===== src/rtl/col_readout_sequencer.sv =====
`timescale 1ns/1ps
`default_nettype none
// ============================================================================
// col_readout_sequencer : BCST broadcast, settle, round-robin column drain
// Rev 1.0
// ============================================================================
module col_readout_sequencer #(
   parameter int BCSTWIDTH = 27,
   parameter int SETTLE    = 8,
   parameter int MAXHITS   = 256
) (
   input  logic                    clk,
   input  logic                    reset,
   input  logic                    start,
   input  logic [BCSTWIDTH-1:0]    bcstIn,
   output logic                    busy,
   output logic                    startDropped,
   output logic [BCSTWIDTH*16-1:0] colBCSTChain,
   input  logic [15:0]             colHitChain,
   input  logic [735:0]            colDataChain,
   output logic [15:0]             colReadChain,
   output logic                    doutValid,
   input  logic                    doutReady,
   output logic [51:0]             dout
);

   localparam logic [8:0] c_MAX_HITS    = 9'(MAXHITS);
   localparam logic [7:0] c_SETTLE_LAST = 8'(SETTLE - 1);

   typedef enum logic [2:0] {S_IDLE, S_BCST, S_SETTLE, S_SCAN, S_TRAIL} state_t;

   state_t               state_q, state_d;
   logic [BCSTWIDTH-1:0] bcst_q, bcst_d;
   logic [7:0]           settleCnt_q, settleCnt_d;
   logic [8:0]           hitCnt_q, hitCnt_d;
   logic                 trunc_q, trunc_d;
   logic                 trailSent_q, trailSent_d;
   logic [3:0]           ptr_q, ptr_d;
   logic                 startDropped_q;
   logic                 doutValid_q;
   logic [51:0]          dout_q;

   logic        w_slotFree;
   logic        w_found;
   logic        w_load;
   logic [3:0]  w_grant;
   logic [3:0]  w_idx;
   logic [51:0] w_word;
   logic [26:0] w_bcstField;

   assign w_slotFree  = !doutValid_q || doutReady;
   assign w_bcstField = 27'(bcst_q);

   // First column with a pending hit, searching upward from the pointer.
   always_comb begin
      w_grant = ptr_q;
      w_found = 1'b0;
      w_idx   = ptr_q;
      for (int k = 0; k < 16; k++) begin
         w_idx = ptr_q + 4'(k);
         if (!w_found && colHitChain[w_idx]) begin
            w_grant = w_idx;
            w_found = 1'b1;
         end
      end
   end

   always_comb begin
      state_d      = state_q;
      bcst_d       = bcst_q;
      settleCnt_d  = settleCnt_q;
      hitCnt_d     = hitCnt_q;
      trunc_d      = trunc_q;
      trailSent_d  = trailSent_q;
      ptr_d        = ptr_q;
      w_load       = 1'b0;
      w_word       = '0;
      colReadChain = '0;
      case (state_q)
         S_IDLE: begin
            if (start) begin
               bcst_d      = bcstIn;
               settleCnt_d = '0;
               hitCnt_d    = '0;
               trunc_d     = 1'b0;
               trailSent_d = 1'b0;
               state_d     = S_BCST;
            end
         end
         S_BCST: begin
            if (w_slotFree) begin
               w_load      = 1'b1;
               w_word      = {2'b10, w_bcstField, 23'b0};
               settleCnt_d = '0;
               state_d     = S_SETTLE;
            end
         end
         S_SETTLE: begin
            if (settleCnt_q == c_SETTLE_LAST) begin
               state_d = S_SCAN;
            end else begin
               settleCnt_d = settleCnt_q + 8'd1;
            end
         end
         S_SCAN: begin
            // Truncation only matters if hits are still left behind at the limit.
            if ((colHitChain == 16'h0000) || (hitCnt_q >= c_MAX_HITS)) begin
               trunc_d = (hitCnt_q >= c_MAX_HITS) && (|colHitChain);
               state_d = S_TRAIL;
            end else if (w_slotFree) begin
               colReadChain[w_grant] = 1'b1;
               w_load   = 1'b1;
               w_word   = {2'b01, w_grant, colDataChain[int'(w_grant)*46 +: 46]};
               hitCnt_d = hitCnt_q + 9'd1;
               ptr_d    = w_grant + 4'd1;
            end
         end
         S_TRAIL: begin
            if (!trailSent_q) begin
               if (w_slotFree) begin
                  w_load      = 1'b1;
                  w_word      = {2'b11, hitCnt_q, trunc_q, 40'b0};
                  trailSent_d = 1'b1;
               end
            end else if (doutValid_q && doutReady) begin
               state_d = S_IDLE;
            end
         end
         default: state_d = S_IDLE;
      endcase
   end

   always_ff @(posedge clk) begin
      if (reset) begin
         state_q        <= S_IDLE;
         bcst_q         <= '0;
         settleCnt_q    <= '0;
         hitCnt_q       <= '0;
         trunc_q        <= 1'b0;
         trailSent_q    <= 1'b0;
         ptr_q          <= '0;
         startDropped_q <= 1'b0;
         doutValid_q    <= 1'b0;
         dout_q         <= '0;
      end else begin
         state_q        <= state_d;
         bcst_q         <= bcst_d;
         settleCnt_q    <= settleCnt_d;
         hitCnt_q       <= hitCnt_d;
         trunc_q        <= trunc_d;
         trailSent_q    <= trailSent_d;
         ptr_q          <= ptr_d;
         startDropped_q <= start && (state_q != S_IDLE);
         if (w_load) begin
            dout_q      <= w_word;
            doutValid_q <= 1'b1;
         end else if (doutReady) begin
            doutValid_q <= 1'b0;
         end
      end
   end

   assign busy         = (state_q != S_IDLE);
   assign startDropped = startDropped_q;
   assign colBCSTChain = {16{bcst_q}};
   assign doutValid    = doutValid_q;
   assign dout         = dout_q;

endmodule
`default_nettype wire


===== config.mk =====
export PLATFORM = sky130hd
export DESIGN_NAME = col_readout_sequencer
export DESIGN_NICKNAME = d
export VERILOG_FILES = /design/src/rtl/col_readout_sequencer.sv
export SDC_FILE = /design/constraint.sdc
export NUM_CORES = 1
export LEC_CHECK = 0
export ABC_AREA = 1
export BUFFER_PORTS_ARGS = -buffer_cell sky130_fd_sc_hd__buf_2
export CAP_MARGIN = 10
export CORE_AREA = 10 10 493 495
export CTS_BUF_LIST = sky130_fd_sc_hd__clkbuf_4
export DETAILED_ROUTE_END_ITERATION = 8
export DIE_AREA = 0 0 503 505
export SETUP_SLACK_MARGIN = 0.1
export SLEW_MARGIN = 20
export SYNTH_ARGS = -nofsm -noshare
export SYNTH_HDL_FRONTEND = slang
export SYNTH_SLANG_ARGS = --single-unit

===== constraint.sdc =====
create_clock -name clk -period 8 [get_ports clk]
set_clock_uncertainty 0.15 [all_clocks]
set_input_delay 1.2 -clock clk [delete_from_list [all_inputs] [get_ports clk]]
set_output_delay 1.2 -clock clk [all_outputs]
set_load 0.03 [all_outputs]

==> qor.txt, run 1 <==
outcome: finished clean
Tmin final: 7250 ps
first-pass GRT wire length: 236000 um
placed wire-length estimate: 165000 um
DR pass1 iterations: 5
vias in the first global route: 22900
most common flop cell mapped by yosys: dfxtp_1
YS warnings: 0
Hold Crit Start: dout[20]$_SDFFE_PP0P_
Pleak: 12.8 nW
PortBufs: 1285
Yosys reg bits: 107
number of synthesized flops with an enable pin: 0
Worst R2R Start: ptr_q[1]$_SDFFE_PP0P_
Worst R2R Path Depth: 25
Num CTS Buffers: 9
hold crit path type: flip-flop to flip-flop
Post-CTS Resized: 0
critical setup path kind: flip-flop to output port
RR Endpoint: dout[22]$_SDFFE_PP0P_
Cell Area, Synth: 0.0171 sq mm
Slew Limit Fails: 0
Gate Count Post-Synth: 3164
nets: 4745
worst path cell trace: inv_1 > ha_1 > inv_1 > nand3_1 > nand3_1 > nand2_1 > inv_1 > nand2_1 > o21ai_2 > inv_1 > nand3_1 > nand3_1 > nor2_1 > nand2_1 > nor2_1 > nand4_4 > nand2_8 > inv_8 > ha_1 > nand2_1 > nor2_1 > buf_2
H-tree levels: 3
Max-Cap Viols: 0
CTS tree: yes
Worst Hold Depth: 2
setup bufs post-CTS: 0
CP startpoint: ptr_q[1]$_SDFFE_PP0P_
startpoint types: flip-flop
largest net degree at the start of global routing: 105
arrival time worst endpoint: 5900 ps
Clock Tree Root: clkbuf_4
Post-Route WL: 191000 um
IO Pins: 1286
Yosys top cell area share: 19.4%
initial antenna violation count: 202
WP data required: 6650 ps
Die Y: 505 um
Power Density: 598 mW/mm^2
Synth area leaders: buf_4 19%, nand2_1 17%, nor2_1 14%
gr ovfl total: 0
syn_area_per_cell: 5.39 sq um
clk sinks: 107
fillcell total: 27700
share of flip-flops with an asynchronous set or reset: 0%
worst-skew pair later-pin latency: 750 ps
share of layout cells above drive strength 1: 36.7%
via count: 23900
Worst setup EP type: output port
Via density: 3.40
die width: 503 um
initial core utilization: 7.34%
Residual DRC: 0
library cells used by synthesis: 53
CP max FO: 33
leading cell type in the layout, fill and taps excluded: buf_2
most frequent cells in the layout: 1285 x buf_2, 770 x nand2_1, 630 x nor2_1
multi-input gate area in the final layout: 0.0102 sq mm
hold path endpoint: dout[20]$_SDFFE_PP0P_
Final Hold Viols: 0
final setup fails: 0
setup slack, reg-to-reg: 1260 ps
Starting DRT DRC Count: 2132
most area-hungry cell type in the Yosys netlist: buf_4
Final period util: 90.6%
GP Congestion: 0.947
worst relative slew slack: 12.1%
Slew @ Worst Pin: 1300 ps
P&R area growth vs syn: 42.6%
DIE AREA: 0.254 sq mm
Worst path slowest cell: dfxtp_2
post-synth net total: 3960
CTS Hold Buffers Added: 0
Peak VDD IR: 0.318 mV
clock-pin slew on the worst setup and hold paths: 270 ps
RSZ-0062 raised after global routing: false
max incr delay on CP: 620 ps
fmax: 138 MHz
overall power: 14.5 mW
Reg area: 0.00215 sq mm
register area share after synthesis: 12.6%
deepest clock path buffer count: 2
gr usage total: 14.1%
antenna viol nets, final: 0
row count: 177
Core ar.: 0.232 sq mm
routed length per instance: 27.1 um
setup TNS: 0 ps
==> worst max path at each step <==
stage                             to  slack [ps]
finish               colReadChain[7]         750
global route         colReadChain[7]         120
floorplan           colReadChain[11]        2500
detailed placement   colReadChain[7]        1160
global placement     colReadChain[7]        1120
CTS                  colReadChain[7]         180
==> per-stage QoR <==
step | hold WS, ps | area [sq um] | instances | setup WS (ps) | utilization (%)
final | 331 | 24300 | 7046 | 753 | 10.5
after global routing | 349 | 24200 | 7010 | 120 | 10.4
after CTS | 300 | 24200 | 6997 | 183 | 10.4
after detailed placement | 304 | 24100 | 6981 | 1160 | 10.4
after global placement | 301 | 24100 | 6981 | 1120 | 10.4
after floorplan | 290 | 17100 | 3164 | 2500 | -
==> critical path: cells and delay by family, from the launching register on <==
kind | cells | cell delay (ps)
buffers and inverters | 6 | 1120
flip-flops | 1 | 620
AND/OR/NAND/NOR | 13 | 2660
adder cells (fa/ha/maj) | 2 | 600
AO/OA/AOI/OAI | 1 | 120
==> kinds of logic (layout without fill, tap and decap cells) <==
family	Yosys count	count (layout)	share of synthesized area, %
AO/OA/AOI/OAI	442	442	13.6
XOR/XNOR	10	10	0.602
adder cells (fa/ha/maj)	13	13	0.954
buffers and inverters	790	1580	28.0
flip-flops	107	107	12.6
multiplexers	8	8	0.470
other	0	49	0
AND/OR/NAND/NOR	1794	1794	43.8
==> final cells by class <==
type	count	share of cell area (%)
clock buffers	10	0.309
repair buffers	1357	29.2
flip-flops and latches	107	8.84
inverters	207	3.23
well taps	3043	15.7
clock inverters	6	0.242
multi-input cells	2267	42.0
diodes	49	0.504
==> cell usage after synthesis, types with 4 or more instances <==
library cell,number
a211oi_1,4
a21oi_1,83
a22oi_1,8
a31oi_1,4
buf_1,9
buf_2,91
buf_4,441
buf_6,6
clkbuf_1,36
dfxtp_1,107
ha_1,13
inv_1,197
inv_2,8
mux2i_1,8
nand2_1,774
nand3_1,210
nand3b_1,8
nand4_1,10
nor2_1,634
nor3_1,92
nor3_2,4
nor3b_1,5
o211ai_1,6
o21ai_0,174
o21ai_1,151
o31ai_1,4
or2_2,29
or4_1,4
xnor2_1,4
xor2_1,4
==> routing by layer <==
layer / part of all wire, % / routed length, um / track usage, %
met1: 40 / 75600 / 16.5
met2: 48 / 92300 / 25.0
met3: 9.1 / 17300 / 4.35
met4: 2.6 / 4930 / 3.07
met5: 0.34 / 645 / 0
==> state kept, by name (all words and copies together), names as in the netlist <==
name,flops
doutValid,1
trunc_q,1
ptr_q,4
dout,52
state_q,3
hitCnt_q,9
trailSent_q,1
bcst_q,27
startDropped,1
settleCnt_q,8
==> power breakdown <==
| part | leakage, nW | internal [mW] | switching (mW) |
|---|---|---|---|
| registers | 0.874 | 0.660 | 0.370 |
| clock network | 0.0710 | 0.0738 | 0.318 |
| logic | 11.8 | 2.96 | 10.2 |
Power figures use the tool's default switching activity.
==> inputs of run 2 (changes only) <==
CORE_AREA = 10 10 488 490   (was 10 10 493 495)
DIE_AREA = 0 0 498 500   (was 0 0 503 505)
clock period = 5.92 ns   (was 8 ns; I/O delays follow)
==> run 2 against run 1 <==
  * Wire length decreased by 1.9%
  * Core utilization grew 0.84 points
  * Sequential power up 35%
  * First-iteration DRC count down 11%
  * Global-route usage barely moved
  * Register-to-register slack worse by 690 ps
==> qor.txt, run 2 (synthesis results as in run 1) <==
routed length per instance: 26.3 um (-2.8%)
most frequent cells in the layout: 1269 x buf_2, 755 x nand2_1, 613 x nor2_1
Residual DRC: 0 (unchanged)
pre-CTS setup slack: 109 ps (-1050 ps)
initial core utilization: 7.46% (+0.12 points)
antenna viol nets, final: 0 (unchanged)
nets: 4849 (+2.2%)
clock-pin slew on the worst setup and hold paths: 300 ps (+30 ps)
gr ovfl total: 0 (unchanged)
Pleak: 13.5 nW (+5.4%)
share of layout cells above drive strength 1: 39.8% (+3.1 points)
Max-Cap Viols: 0 (unchanged)
placed wire-length estimate: 163000 um (-1.6%)
arrival time worst endpoint: 4470 ps (-1430 ps)
first-pass GRT wire length: 234000 um (-0.54%)
H-tree levels: 3 (unchanged)
PortBufs: 1285 (unchanged)
largest net degree at the start of global routing: 96 (-8.6%)
Num CTS Buffers: 9 (unchanged)
setup TNS: 0 ps (unchanged)
DR pass1 iterations: 5 (unchanged)
Slew Limit Fails: 0 (unchanged)
hold slack final: 213 ps (-119 ps)
hold crit path type: input pin to flip-flop
Via density: 3.41 (+0.34%)
dpl cells: 7024 (+0.62%)
CP max FO: 4 (-88%)
GP Congestion: 0.925 (-2.3%)
Final Hold Viols: 0 (unchanged)
WP data required: 4880 ps (-1770 ps)
DIE AREA: 0.249 sq mm (-2.0%)
die width: 498 um (-0.99%)
P&R area growth vs syn: 51.6%
Worst setup EP type: output port
critical setup path kind: flip-flop to output port
final core utilization: 11.3% (+0.84 points)
deepest clock path buffer count: 2 (unchanged)
Finished Layout Cells: 7113 (+0.95%)
initial antenna violation count: 156 (-23%)
CTS tree: yes
max incr delay on CP: 430 ps (-190 ps)
Peak VDD IR: 0.569 mV (+79%)
Power Density: 819 mW/mm^2 (+37%)
Worst Setup Slack, final: 409 ps (-344 ps)
RSZ-0062 raised after global routing: true
worst relative slew slack: 22.8% (+11 points)
vias in the first global route: 23600 (+3.2%)
worst-skew pair later-pin latency: 770 ps (+20 ps)
outcome: finished clean
clk sinks: 107 (unchanged)
Die Y: 500 um (-0.99%)
CTS Hold Buffers Added: 0 (unchanged)
Worst path slowest cell: dfxtp_2
Clock Tree Root: clkbuf_4
Final period util: 93.1%
Tmin final: 5510 ps
fmax: 181 MHz
gr usage total: 14.1% (about the same)
fillcell total: 27300 (-1.3%)
final setup fails: 0 (unchanged)
most frequent cell on the critical path: nand2_1
startpoint types: flip-flop
Slew @ Worst Pin: 1160 ps (-149 ps)
IO Pins: 1286 (unchanged)
leading cell type in the layout, fill and taps excluded: buf_2
row count: 176 (-0.56%)
Post-Route WL: 187000 um (-1.9%)
Starting DRT DRC Count: 1898 (-11%)
Core ar.: 0.229 sq mm (-1.6%)
via count: 24200 (+1.3%)
number of flip-flops in the largest register: 52 (unchanged)
-- run 2: area by class of cell --
class	count	area [sq um]	share of cell area [%]
Clock inverter	6	81.3	0.315
Clock buffer	9	67.6	0.261
Timing Repair Buffer	1460	8240	31.9
Inverter	207	797	3.08
Sequential cell	107	2150	8.30
Timing Repair inverter	1	7.51	0.0290
Tap cell	3026	3790	14.6
Multi-Input combinational cell	2267	10700	41.2
Antenna cell	30	75.1	0.290
-- run 2: final timing paths --
check | from | slack, ps | end | depth (start not counted)
worst max register to register | ptr_q[1]$_SDFFE_PP0P_ | 570 | dout[36]$_SDFFE_PP0P_ | 31
worst max-delay path | ptr_q[1]$_SDFFE_PP0P_ | 410 | colReadChain[2] | 29
worst min-delay path | bcstIn[9] | 210 | bcst_q[9]$_SDFFE_PP0P_ | 3
worst min register to register | hitCnt_q[3]$_SDFFE_PP0P_ | 280 | hitCnt_q[4]$_SDFFE_PP0P_ | 2
-- run 2: where the power goes --
| part | internal [mW] | switching (mW) |
|---|---|---|
| clock network | 0.135 | 0.410 |
| logic | 5.18 | 14.1 |
| registers | 0.890 | 0.495 |
-- run 2: through the flow --
stage          instance area [sq um]  power, mW
4_1_cts                        25500       21.7
3_3_place_gp                   24600       20.3
2_1_floorplan                  17100       12.2
3_5_place_dp                   24600       20.3
5_1_grt                        25800       23.0
6_report                       25900       21.2
-- run 2: metal layers --
layer	wire [um]	global-route usage [%]
met1	77900	17.0
met2	89200	24.7
met3	14600	4.10
met4	4940	2.90
met5	540	0
-- run 2: critical path: cells and delay by family, from the launching register on --
family,cells,cell delay (ps)
AO/OA/AOI/OAI,3,450
buffers and inverters,8,1010
flip-flops,1,430
AND/OR/NAND/NOR,16,1270
adder cells (fa/ha/maj),2,490
-- run 2: repair_timing --
item,CTS,global route
gates resized for setup,95,51
pin swaps,26,22
endpoints found under the setup margin,16,16
setup buffers,33,8
cloned,2,0
